===== src/rtl/ram_arbiter_pkg.sv =====
// Shared definitions for the data-memory arbiter: FSM state type and
// requester indices.
package ram_arbiter_pkg;

  typedef enum logic {
    ARB_IDLE,
    ARB_READ_WAIT
  } arb_state;

  localparam int unsigned REQ_CPU = 0;
  localparam int unsigned REQ_SEC = 1;

endpackage


===== src/rtl/ram_arbiter_select.sv =====
// Round-robin winner pick for the two memory requesters.
// Ports:
//   req      - request vector (bit 0 = CPU, bit 1 = secondary)
//   last_gnt - index of the requester granted most recently
//   gnt      - one-hot winner (all zero when nobody requests)
//   valid    - at least one request present
module ram_arbiter_select
  import ram_arbiter_pkg::*;
(
  input  logic [1:0] req,
  input  logic       last_gnt,
  output logic [1:0] gnt,
  output logic       valid
);

  always_comb begin
    gnt   = '0;
    valid = |req;
    unique case (req)
      2'b01:   gnt[REQ_CPU] = 1'b1;
      2'b10:   gnt[REQ_SEC] = 1'b1;
      // On a tie the requester that was not served last wins.
      2'b11:   begin
        if (last_gnt == 1'(REQ_SEC)) gnt[REQ_CPU] = 1'b1;
        else                         gnt[REQ_SEC] = 1'b1;
      end
      default: gnt = '0;
    endcase
  end

endmodule


===== src/rtl/ram_arbiter.sv =====
// Shares the single-port data memory between the CPU control unit and a
// secondary master. Writes complete in the grant cycle; reads take a second
// cycle to return rw_memory's registered read data.
// Ports:
//   clock, reset_n         - clock, async active-low reset
//   req, we                - per-requester request / write select
//   addr0/addr1            - per-requester address
//   wdata0/wdata1          - per-requester write data
//   gnt                    - one-hot one-cycle acceptance
//   rvalid, rdata          - read response (rdata shared, qualified by rvalid)
//   err                    - out-of-range pulse, coincident with the response
//   mem_we/mem_addr/mem_wdata/mem_rdata - rw_memory port
module ram_arbiter
  import ram_arbiter_pkg::*;
#(
  parameter int unsigned ADDRESS_WIDTH = 8,
  parameter int unsigned DATA_WIDTH    = 8,
  parameter int unsigned MEM_DEPTH     = 256
) (
  input  logic                     clock,
  input  logic                     reset_n,
  input  logic [1:0]               req,
  input  logic [1:0]               we,
  input  logic [ADDRESS_WIDTH-1:0] addr0,
  input  logic [ADDRESS_WIDTH-1:0] addr1,
  input  logic [DATA_WIDTH-1:0]    wdata0,
  input  logic [DATA_WIDTH-1:0]    wdata1,
  output logic [1:0]               gnt,
  output logic [1:0]               rvalid,
  output logic [DATA_WIDTH-1:0]    rdata,
  output logic [1:0]               err,
  output logic                     mem_we,
  output logic [ADDRESS_WIDTH-1:0] mem_addr,
  output logic [DATA_WIDTH-1:0]    mem_wdata,
  input  logic [DATA_WIDTH-1:0]    mem_rdata
);

  arb_state state_q, state_d;
  logic     last_gnt_q;
  logic     rd_idx_q;
  logic     rd_oor_q;

  logic [1:0]               sel_gnt;
  logic                     sel_valid;
  logic                     win_idx;
  logic                     win_we;
  logic [ADDRESS_WIDTH-1:0] win_addr;
  logic [DATA_WIDTH-1:0]    win_wdata;
  logic                     win_in_range;
  logic                     grant_fire;

  ram_arbiter_select u_select (
    .req      (req),
    .last_gnt (last_gnt_q),
    .gnt      (sel_gnt),
    .valid    (sel_valid)
  );

  assign win_idx      = sel_gnt[REQ_SEC];
  assign win_we       = we[win_idx];
  assign win_addr     = win_idx ? addr1 : addr0;
  assign win_wdata    = win_idx ? wdata1 : wdata0;
  assign win_in_range = 32'(win_addr) < MEM_DEPTH;
  assign grant_fire   = (state_q == ARB_IDLE) && sel_valid;

  // Outputs are gated by reset_n so they read zero throughout reset even
  // though req feeds the grant path combinationally.
  always_comb begin
    state_d   = state_q;
    gnt       = '0;
    rvalid    = '0;
    err       = '0;
    rdata     = '0;
    mem_we    = 1'b0;
    mem_addr  = '0;
    mem_wdata = '0;
    if (reset_n) begin
      unique case (state_q)
        ARB_IDLE: begin
          if (sel_valid) begin
            gnt       = sel_gnt;
            mem_addr  = win_addr;
            mem_wdata = win_wdata;
            if (win_we) begin
              mem_we       = win_in_range;
              err[win_idx] = ~win_in_range;
            end else begin
              state_d = ARB_READ_WAIT;
            end
          end
        end
        ARB_READ_WAIT: begin
          rvalid[rd_idx_q] = 1'b1;
          err[rd_idx_q]    = rd_oor_q;
          rdata            = rd_oor_q ? '0 : mem_rdata;
          state_d          = ARB_IDLE;
        end
        default: state_d = ARB_IDLE;
      endcase
    end
  end

  always_ff @(posedge clock or negedge reset_n) begin
    if (!reset_n) begin
      state_q    <= ARB_IDLE;
      last_gnt_q <= 1'(REQ_SEC);
      rd_idx_q   <= 1'b0;
      rd_oor_q   <= 1'b0;
    end else begin
      state_q <= state_d;
      if (grant_fire) begin
        last_gnt_q <= win_idx;
        if (!win_we) begin
          rd_idx_q <= win_idx;
          rd_oor_q <= ~win_in_range;
        end
      end
    end
  end

endmodule


===== config.mk =====
export PLATFORM = sky130hd
export DESIGN_NAME = ram_arbiter
export DESIGN_NICKNAME = d
export VERILOG_FILES = /design/src/rtl/ram_arbiter_pkg.sv /design/src/rtl/ram_arbiter_select.sv /design/src/rtl/ram_arbiter.sv
export SDC_FILE = /design/constraint.sdc
export NUM_CORES = 1
export LEC_CHECK = 0
export BUFFER_PORTS_ARGS = -buffer_cell sky130_fd_sc_hd__clkbuf_2
export CORE_UTILIZATION = 31
export CTS_BUF_LIST = sky130_fd_sc_hd__clkbuf_2
export DETAILED_ROUTE_END_ITERATION = 16
export PLACE_DENSITY = 0.89
export SLEW_MARGIN = 30
export SYNTH_ARGS = -nofsm -noshare
export SYNTH_HDL_FRONTEND = slang
export SYNTH_SLANG_ARGS = --single-unit
export TNS_END_PERCENT = 20

===== constraint.sdc =====
create_clock -name clock -period 1.7 [get_ports clock]
set_input_delay 0.34 -clock clock [delete_from_list [all_inputs] [get_ports clock]]
set_output_delay 0.34 -clock clock [all_outputs]
set_load 0.02 [all_outputs]

==> reports/metrics.cfg <==
[critical_path]
path_buf_inv=3
required_ns=1.36
r2r_slack_ns=0.41
path_max_fanout=7
r2r_start=last_gnt_q
setup.worst_path.end_class=output pin
critical_path.most_common_cell=buf_6
cp-startpoint=last_gnt_q
crit_chain=buf_6 > a21boi_4 > buf_6 > nand2_2 > a21oi_2 > buf_4
startpoint_type=flip-flop
critPathKind=reg -> out
crit_path_top_delay_cell=dfstp_2
cp_top_family=buffers and inverters
cpPeakStageDelay_ns=0.37
crit_arrival_ns=1.41

[cells_and_area]
instances_no_fill=193
seq_area_um2=76.3
layout-drive-gt1-share_pct=66.7
diodes=0
stdcell_area_um2=1190
nets=224
fillCellCount=131
syn_to_final_growth_pct=117
layout_common_cells=clkbuf_2 (59), nand2_1 (29), buf_4 (21)
layout_commonest_cell=clkbuf_2
multi_input_area_um2=494

[clock_network]
ctsRootBufferMaster=clkbuf_2
hold_buffers=0
clk_latency_ns=0.21
htreeDepth=1
path_clk_slew_ns=0.05
cts_buffer_depth=2
cts_buffers=3
clkSinkCount=3
cts_tree=done

[logic_synthesis]
seq_area_frac_synth_pct=14.0
yosysWarnings=0
synth.avg_cell_area_um2=5.88
synth_cells=93
synth_seq_cells=3
synth_cell_types=23
netlist_area_um2=547

[timing]
timing.fmax_mhz=571
timing.final.crit_share_pct=103
hold_viol_final=0
finClkSkew_ns=0.00832
holdWs_ns=0.0650
tns_ns=-0.307
slew_violations=0
setup_slack_ns=-0.0500
setup_viol=11
grt_setup_unrepaired=yes
finalCriticalPeriod_ns=1.75

[power]
powerDensity_nw_per_um2=673
total_leakage_power_nw=0.696
ir_drop_v=0.000832

[drt]
remaining_drc_errors=7
wire_per_inst_um=11.9
routed_wl_um=2290
drt-vias-per-instance=5.04
drtIter0Drc=19
num_vias=973
firstDrtPassIters=12
drtAntennaViolNets=0

[die]
die_h_um=44.0
die_w_um=44.0
io_pins=77
core_area_um2=1580
start_util_pct=34.7
dieArea_um2=1940
rows=14

[placement]
gp_congestion=0.747
place_hpwl_um=1610
dp_slack_ns=0.0835
dp_cells=183
place_area_um2=935
io_buffers=74

[global_routing]
grt_pass1_wl_um=3130
grt_pass1_vias=821
top_usage_layer=met2
grtUsageMet3_pct=7.50
grtUsageMet2_pct=41.5
antenna_found_initial=0
grt_max_degree=18
met1_usage_pct=21.0
grt_overflow=0
grtUsageTotal_pct=21.3

[outcome]
violations=design-rule violations, negative setup slack
outcome=finished with violations

[run]
drv_cap=0

[worst_hold_path]
hp-class=in -> async

-- worst reg2reg max path, cell delays in order, from the launching register on --
cell and delay, ns:
dfstp_2 0.54, a21bo_4 0.16, buf_4 0.11, nand2_1 0.09, a32o_1 0.28
-- stage by stage --
| step | power, W | utilization (%) |
|---|---|---|
| final | 0.000800 | 75.4 |
| after floorplan | 0.000388 | - |
| after global placement | 0.000527 | 59.3 |
| after global routing | 0.000857 | 75.4 |
| after detailed placement | 0.000541 | 59.3 |
| after CTS | 0.000725 | 67.9 |
-- cell usage after synthesis --
cell type	count	area, µm²
nand2_1	36	135
a21oi_1	17	85.1
and3_1	10	62.6
nor2_1	4	15.0
buf_6	3	33.8
buf_2	2	10.0
buf_4	2	15.0
clkbuf_1	2	7.51
dfrtp_1	2	50.1
inv_1	2	7.51
a21bo_1	1	10.0
a21boi_4	1	18.8
a21oi_2	1	8.76
a31oi_1	1	6.26
a32o_1	1	10.0
conb_1	1	3.75
dfstp_2	1	26.3
nand2b_1	1	6.26
nor2b_1	1	6.26
nor3_1	1	5.00
o211ai_1	1	7.51
o21ai_2	1	8.76
o31ai_1	1	7.51
-- worst paths after layout --
path	to	cells after the start
max in group asynchronous	last_gnt_q	2
max reg2reg	state_q	4
min	state_q	2
min in group clock	rd_idx_q	3
max	mem_wdata[0]	6
min reg2reg	rd_idx_q	2
-- state kept, by name, indices dropped and copies added (netlist names) --
register and cells:
last_gnt_q 1, rd_idx_q 1, state_q 1
-- metal layers --
metal,routed length [µm],share of wire [%],vias up
met5,0,0,-
met4,0,0,0
met3,259,11,0
met2,1180,51,60
met1,855,37,437
li1,-,-,476
-- cell type report --
class | instances | area share, %
repair buffers | 88 | 48.0
multi-input cells | 80 | 41.6
inverters | 2 | 0.632
flip-flops and latches | 3 | 6.42
well taps | 16 | 1.68
clock buffers | 4 | 1.68
-- what timing repair did --
action | 4_1_cts | 5_1_grt
setup buffers | 3 | 1
resized for setup | 27 | 49
setup endpoints to repair | 18 | 19
endpoints found under the hold margin | 0 | 0
gates cloned | 2 | 0
pin swaps | 14 | 10
-- report_power, final --
group | switching (W) | total, W | leakage (nW) | internal (W)
combinational | 0.000302 | 0.000579 | 0.644 | 0.000277
clock | 0.0000387 | 0.000101 | 0.0166 | 0.0000620
sequential | 0.0000197 | 0.000120 | 0.0347 | 0.000100
-- cell families (layout without fill, tap and decap cells) --
kind of cell / count (synthesis) / after routing / share of synthesized area (%)
simple gates: 53 / 53 / 42.1
buf+inv: 11 / 94 / 13.5
compound gates: 25 / 25 / 29.8
other cells: 1 / 2 / 0.686
flops: 3 / 3 / 14.0
Power figures use the tool's default switching activity.
